$ cat src/rtl/noise_addr_gen_if.sv
// Handshake/bus bundle between the DDS control side and noise_addr_gen.
// master: drives start/stop/rate_div (and seed/seed_load when
// NOISE_SEED_LOAD_EN is defined), receives enables, addresses and strobes.
// slave: the address sequencer itself.
interface noise_addr_gen_if;

  logic        start;
  logic        stop;
  logic [15:0] rate_div;
`ifdef NOISE_SEED_LOAD_EN
  logic [31:0] seed;
  logic        seed_load;
`endif
  logic        noise_en;
  logic [10:0] orbit_sin_addr;
  logic [9:0]  orbit_log_addr;
  logic        noise_valid;
  logic        busy;

  modport master (
`ifdef NOISE_SEED_LOAD_EN
    output seed,
    output seed_load,
`endif
    output start,
    output stop,
    output rate_div,
    input  noise_en,
    input  orbit_sin_addr,
    input  orbit_log_addr,
    input  noise_valid,
    input  busy
  );

  modport slave (
`ifdef NOISE_SEED_LOAD_EN
    input  seed,
    input  seed_load,
`endif
    input  start,
    input  stop,
    input  rate_div,
    output noise_en,
    output orbit_sin_addr,
    output orbit_log_addr,
    output noise_valid,
    output busy
  );

endinterface

$ cat src/rtl/noise_addr_gen.sv
// Address sequencer for the noise datapath: a 32-bit Galois LFSR paced by
// a rate divider feeds registered sine/log ROM addresses, and a sample
// strobe is regenerated PIPE_LAT cycles later to line up with the product.
//
// Ports:
//   clk100  100 MHz system clock, rising edge
//   rst     asynchronous active-high reset
//   bus     noise_addr_gen_if.slave:
//             start, stop        single-cycle control pulses
//             rate_div           sample period minus one (clk100 cycles)
//             seed, seed_load    LFSR load (only with NOISE_SEED_LOAD_EN)
//             noise_en           ROM/multiplier enable (RUN or DRAIN)
//             orbit_sin_addr     sine ROM address  = lfsr[31:21]
//             orbit_log_addr     log ROM address   = lfsr[9:0]
//             noise_valid        product-aligned new-sample strobe
//             busy               high in RUN or DRAIN
//
// Build option: define NOISE_SEED_LOAD_EN to add the seed load port.
module noise_addr_gen #(
  parameter int unsigned PIPE_LAT  = 3,
  parameter logic [31:0] LFSR_SEED = 32'h0000_0001
) (
  input  logic            clk100,
  input  logic            rst,
  noise_addr_gen_if.slave bus
);

  localparam logic [31:0] LFSR_MASK = 32'h8020_0003;

  localparam logic [1:0] IDLE  = 2'd0;
  localparam logic [1:0] RUN   = 2'd1;
  localparam logic [1:0] DRAIN = 2'd2;

  localparam int unsigned DW =
    (PIPE_LAT > 1) ? $clog2(PIPE_LAT) : 1;
  localparam logic [DW-1:0] DRN_LAST = DW'(PIPE_LAT - 1);

  logic [1:0]          state;
  logic [1:0]          state_nx;
  logic [31:0]         lfsr;
  logic [31:0]         lfsr_nx;
  logic [31:0]         lfsr_step;
  logic [31:0]         lfsr_src;
  logic [15:0]         div_cnt;
  logic [15:0]         div_cnt_nx;
  logic [DW-1:0]       drn_cnt;
  logic [DW-1:0]       drn_cnt_nx;
  logic [10:0]         sin_q;
  logic [10:0]         sin_nx;
  logic [9:0]          log_q;
  logic [9:0]          log_nx;
  logic                upd;
  logic                upd_nx;
  logic                hit;
  logic [PIPE_LAT-1:0] vld_sr;

  function automatic logic [31:0] lfsr_next(
    input logic [31:0] v
  );
    lfsr_next = v[0] ? ((v >> 1) ^ LFSR_MASK)
                     : (v >> 1);
  endfunction

  assign lfsr_step = lfsr_next(lfsr);

  // A zero seed would lock the LFSR, so it
  // is replaced by the reset seed.
`ifdef NOISE_SEED_LOAD_EN
  logic        ld;
  logic [31:0] seed_val;

  assign ld       = bus.seed_load && (state == IDLE);
  assign seed_val = (bus.seed == '0) ? LFSR_SEED
                                     : bus.seed;
  assign lfsr_src = ld ? seed_val : lfsr;
`else
  assign lfsr_src = lfsr;
`endif

  // Equality compare: if rate_div drops below
  // div_cnt, the count wraps through 16'hFFFF.
  assign hit = (div_cnt == bus.rate_div);

  always_comb begin
    state_nx   = state;
    lfsr_nx    = lfsr;
    div_cnt_nx = div_cnt;
    drn_cnt_nx = drn_cnt;
    sin_nx     = sin_q;
    log_nx     = log_q;
    upd_nx     = 1'b0;
    unique case (state)
      IDLE: begin
        lfsr_nx = lfsr_src;
        if (bus.start) begin
          state_nx   = RUN;
          div_cnt_nx = '0;
          upd_nx     = 1'b1;
          sin_nx     = lfsr_src[31:21];
          log_nx     = lfsr_src[9:0];
        end
      end
      RUN: begin
        if (bus.stop) begin
          // stop wins over a same-cycle step
          state_nx   = DRAIN;
          drn_cnt_nx = '0;
        end else if (hit) begin
          lfsr_nx    = lfsr_step;
          div_cnt_nx = '0;
          upd_nx     = 1'b1;
          sin_nx     = lfsr_step[31:21];
          log_nx     = lfsr_step[9:0];
        end else begin
          div_cnt_nx = div_cnt + 16'd1;
        end
      end
      DRAIN: begin
        // hold the enable until the last
        // in-flight product has emerged
        if (drn_cnt == DRN_LAST) begin
          state_nx = IDLE;
        end else begin
          drn_cnt_nx = drn_cnt + 1'b1;
        end
      end
      default: begin
        state_nx = IDLE;
      end
    endcase
  end

  always_ff @(posedge clk100 or posedge rst) begin
    if (rst) begin
      state   <= IDLE;
      lfsr    <= LFSR_SEED;
      div_cnt <= '0;
      drn_cnt <= '0;
    end else begin
      state   <= state_nx;
      lfsr    <= lfsr_nx;
      div_cnt <= div_cnt_nx;
      drn_cnt <= drn_cnt_nx;
    end
  end

  always_ff @(posedge clk100 or posedge rst) begin
    if (rst) begin
      sin_q <= '0;
      log_q <= '0;
      upd   <= 1'b0;
    end else begin
      sin_q <= sin_nx;
      log_q <= log_nx;
      upd   <= upd_nx;
    end
  end

  // upd marks the first cycle a new address is
  // presented; the ROM + multiplier latency is
  // matched by delaying it PIPE_LAT cycles.
  always_ff @(posedge clk100 or posedge rst) begin
    if (rst) begin
      vld_sr <= '0;
    end else begin
      vld_sr <= (vld_sr << 1) | PIPE_LAT'(upd);
    end
  end

  assign bus.noise_en       = (state != IDLE);
  assign bus.busy           = (state != IDLE);
  assign bus.orbit_sin_addr = sin_q;
  assign bus.orbit_log_addr = log_q;
  assign bus.noise_valid    = vld_sr[PIPE_LAT-1];

endmodule
$ cat src/flat_wrapper.sv
// flat-port wrapper written by rule: the top's interface ports become plain ports
module noise_addr_gen_flat 
#(
  parameter int unsigned PIPE_LAT  = 3,
  parameter logic [31:0] LFSR_SEED = 32'h0000_0001
)
  (clk100, rst, bus_start, bus_stop, bus_rate_div, bus_noise_en, bus_orbit_sin_addr, bus_orbit_log_addr, bus_noise_valid, bus_busy);
  noise_addr_gen_if bus_i ();
  input  logic clk100;
  input  logic rst;
  input wire logic [$bits(bus_i.start)-1:0] bus_start;
  input wire logic [$bits(bus_i.stop)-1:0] bus_stop;
  input wire logic [$bits(bus_i.rate_div)-1:0] bus_rate_div;
  output wire logic [$bits(bus_i.noise_en)-1:0] bus_noise_en;
  output wire logic [$bits(bus_i.orbit_sin_addr)-1:0] bus_orbit_sin_addr;
  output wire logic [$bits(bus_i.orbit_log_addr)-1:0] bus_orbit_log_addr;
  output wire logic [$bits(bus_i.noise_valid)-1:0] bus_noise_valid;
  output wire logic [$bits(bus_i.busy)-1:0] bus_busy;
  assign bus_i.start = bus_start;
  assign bus_i.stop = bus_stop;
  assign bus_i.rate_div = bus_rate_div;
  assign bus_noise_en = bus_i.noise_en;
  assign bus_orbit_sin_addr = bus_i.orbit_sin_addr;
  assign bus_orbit_log_addr = bus_i.orbit_log_addr;
  assign bus_noise_valid = bus_i.noise_valid;
  assign bus_busy = bus_i.busy;
  noise_addr_gen #(.PIPE_LAT(PIPE_LAT), .LFSR_SEED(LFSR_SEED)) u_core (.clk100(clk100), .rst(rst), .bus(bus_i));
endmodule
$ cat config.mk
export PLATFORM = sky130hd
export DESIGN_NAME = noise_addr_gen_flat
export DESIGN_NICKNAME = d
export VERILOG_FILES = /design/src/rtl/noise_addr_gen_if.sv /design/src/rtl/noise_addr_gen.sv /design/src/flat_wrapper.sv
export SDC_FILE = /design/constraint.sdc
export NUM_CORES = 1
export LEC_CHECK = 0
export ABC_CLOCK_PERIOD_IN_PS = 3000
export CAP_MARGIN = 10
export CORE_MARGIN = 3
export CORE_UTILIZATION = 56
export DETAILED_ROUTE_END_ITERATION = 12
export GPL_ROUTABILITY_DRIVEN = 1
export PLACE_DENSITY = 0.82
export SKIP_LAST_GASP = 1
export SLEW_MARGIN = 5
export SYNTH_ARGS = -nofsm -noshare
export SYNTH_HDL_FRONTEND = slang
export SYNTH_SLANG_ARGS = --single-unit
$ cat constraint.sdc
create_clock -name clk100 -period 3 [get_ports clk100]
set_clock_uncertainty 0.2 [all_clocks]
set_input_delay 0.6 -clock clk100 [delete_from_list [all_inputs] [get_ports clk100]]
set_output_delay 0.6 -clock clk100 [all_outputs]
set_load 0.02 [all_outputs]
==> results.txt <==
Clk pwr share: 19.5%
Congestion Overflow GR: 0
Synthesized net count: 350
Final ANT Viol Nets: 0
HP Class: reg2reg
Via count: 2605
Top-count cell post-synth: dfrtp_1
Hold path depth: 0
Number of port buffers: 43
CTS tree: done
Reg2Reg Setup Slack: 0.65 ns
Initial antenna violation count: 0
Cell row count: 29
Post-synth design cell area: 0.00371 mm^2
Fill cells: 470
Register Area: 0.00193 mm^2
Main flop type after synthesis: dfrtp_1
HPWL after DPL: 4970 um
Commonest cells post-synth: dfrtp_1 (76), nor2_1 (55), mux2_4 (30)
XOR/XNOR Fraction of Synth Area: 7.31%
First-pass GRT wire length: 13000 um
Crit Path Class: in2reg
Top cell type's share of synthesized area: 51.2%
Initial DRC Count: 179
Total internal power: 2.21 mW
Crit path arrival time: 2.60 ns
Lkg Pwr: 2.19 nW
Num CTS Buffers: 9
DRC errors left: 0
Largest net degree at the start of global routing: 47
Final setup vio count: 0
Hold Startpoint: u_core.upd$_DFF_PP0_
Clock root buffer: clkbuf_8
Resized cells post-CTS: 0
Dpl ws: 0.0792 ns
R2r endpoint: u_core.lfsr[23]$_DFFE_PP0P_
Top Family by Delay on Critical Path: simple AND/OR/NAND/NOR gates
Number of distinct library cells after synthesis: 38
Max Root-Sink Buffers: 2
Ant. Diodes: 0
Vias in the first global route: 2715
Yosys warning count: 0
Crit-path max FO: 26
Fin crit share: 85.5%
Worst-path clk slew: 0.08 ns
DIE HEIGHT: 87.4 um
Switching share of power: 37.2%
Final hold vios: 0
Slowest CP cell: clkdlybuf4s50_1
GP Congestion: 0.759
Mapped Cells: 328
Number of synthesized flops with an enable pin: 0
Sequential-to-total area share from yosys stat: 51.9%
Multi-input gate area: 0.00163 mm^2
Number of H-tree levels: 3
Yosys top cell by area: dfrtp_1
Top Ports: 44
Req. time, crit path: 3.03 ns
Delay of the slowest critical-path stage: 0.42 ns
Setup ws final: 0.434 ns
Final Max Slew Viols: 0
Top post-synthesis cells by area: dfrtp_1 (51%), mux2_4 (12%), xor2_1 (6.6%)
Outcome: finished, final reports clean
Share of flip-flops with an asynchronous set or reset: 100%
Post-DR wirelength/cell: 16.7 um
Crit path buf inv count: 2
Nets: 394
Clock sink total: 77
GR Util All Layers: 21.8%
Layout cells sized above 1: 17.2%
Post-synthesis mux area share: 12.7%
Synth Area in Compound Gates: 10.4%
Synth Area in Adders: 0.674%
Die area: 0.00764 mm^2
DR vias/cell: 5.74
Net Switching: 1.31 mW
Fmax: 390 MHz
DRT Pass-1 Iters: 4
CP Cell Sequence: clkdlybuf4s50_1 > xor2_1 > nor4_1 > and4_1 > nand2_4 > buf_12 > mux2_4
Area grow syn2layout: 18.0%
Flop pwr share: 40.0%
WHS Endpoint: u_core.vld_sr[0]$_DFF_PP0_
Max IR drop VDD: 581 uV
Syn_area_per_cell: 11.3 um^2
Max-Slew Margin vs Limit: 61.5%
CP Launch Type: primary input
Core footprint: 0.00639 mm^2
Hold buffer count at CTS: 0
Max-cap violations: 0
Worst skew pair latency: 0.35 ns
Comb pwr share: 40.6%
Initial core utilization: 58.1%
Largest family of logic cells by synthesized area: simple AND/OR/NAND/NOR gates
PwrDens: 805 mW/mm^2
Reg2reg start: u_core.div_cnt[7]$_DFFE_PP0P_
Post-CTS Setup Inserts: 0
Seq cells post-synth: 77
TNS Setup: 0 ns
RSZ-0062 raised after global routing: false
Crit end category: register
Synth Area in Simple Gates: 12.9%
R2R cell count: 6
Drt total wl: 7580 um
Die W: 87.4 um
Minimum clock period: 2.57 ns
Worst Tran Pin Value: 0.578 ns
[per-stage QoR]
stage | instances | utilization (%) | instance area, um^2 | total power [mW] | hold slack (ns)
final | 454 | 68.6 | 4380 | 3.53 | 0.160
after global routing | 454 | 68.6 | 4380 | 3.75 | 0.178
after CTS | 454 | 68.6 | 4380 | 3.55 | 0.166
after detailed placement | 438 | 66.0 | 4210 | 2.86 | 0.139
after global placement | 438 | 66.0 | 4210 | 2.81 | 0.137
after floorplan | 328 | - | 3710 | 2.31 | 0.131
[sequential cells by signal, summed over array words and instances (netlist names)]
name / cells
u_core.lfsr: 32
u_core.div_cnt: 16
u_core.bus.orbit_sin_addr: 11
u_core.bus.orbit_log_addr: 10
u_core.vld_sr: 3
u_core.drn_cnt: 2
u_core.state: 2
u_core.upd: 1
[metal layers]
metal | vias to the layer above | share of wire, % | GRT usage (%)
met4 | 0 | 1.4 | 7.53
met3 | 12 | 5.0 | 6.62
met1 | 1305 | 44 | 28.4
met5 | - | 0 | 0
met2 | 66 | 49 | 34.7
li1 | 1222 | - | -
[kinds of logic after synthesis]
family,count (synthesis)
XOR/XNOR,31
flip-flops,77
multiplexers,32
AND/OR/NAND/NOR,102
AO/OA/AOI/OAI,56
buffers and inverters,28
adder cells (fa/ha/maj),2
[power by group through the flow]
stage | Sequential [mW] | Clock (mW) | Combinational, mW
detailed placement | 1.43 | 0 | 1.43
floorplan | 1.57 | 0 | 0.746
global placement | 1.42 | 0 | 1.39
global route | 1.44 | 0.741 | 1.57
finish | 1.41 | 0.686 | 1.43
CTS | 1.41 | 0.695 | 1.44
[worst max path at each step]
stage	cells after the start	start	endpoint	slack, ns
after floorplan	1	rst	u_core.bus.orbit_log_addr[0]$_DFFE_PP0P_	0.23
after global placement	7	bus_rate_div[15]	u_core.lfsr[16]$_DFFE_PP0P_	0.14
after detailed placement	7	bus_rate_div[15]	u_core.lfsr[18]$_DFFE_PP0P_	0.08
after CTS	7	bus_rate_div[15]	u_core.lfsr[16]$_DFFE_PP0P_	0.45
after global routing	7	bus_rate_div[15]	u_core.bus.orbit_sin_addr[10]$_DFFE_PP0P_	0.32
final	7	bus_rate_div[15]	u_core.lfsr[23]$_DFFE_PP0P_	0.43
[cell type report]
| class | instances | share of cell area [%] |
|---|---|---|
| flip-flops and latches | 77 | 44.0 |
| multi-input cells | 223 | 37.3 |
| repair buffers | 55 | 12.2 |
| clock buffers | 10 | 2.91 |
| well taps | 77 | 2.20 |
| clock inverters | 6 | 0.914 |
| inverters | 6 | 0.514 |
[layout by cell type, fill, tap and decap left out, types with 2 or more instances in the layout]
cell type        Yosys  final
mux2_2               2      2
nor2_1              55     55
clkinvlp_4           0      4
nand4_1              6      6
buf_4                2     11
and3_1               2      2
nor4_1               5      5
a21oi_1             20     20
dfrtp_1             76     76
clkinv_2             0      2
nand3b_1             2      2
a211oi_1             2      2
ha_1                 2      2
xor2_1              28     28
o21ai_0              5      5
mux2_4              30     30
o22a_1              20     20
xnor2_1              3      3
nand3_1             10     10
nand2b_1             4      4
a22oi_1              2      2
clkbuf_8             0      9
clkdlybuf4s50_1      0     43
nand2_1             10     10
inv_1                6      5
a21o_1               3      3
No activity file was read; power rests on OpenSTA's default activity.
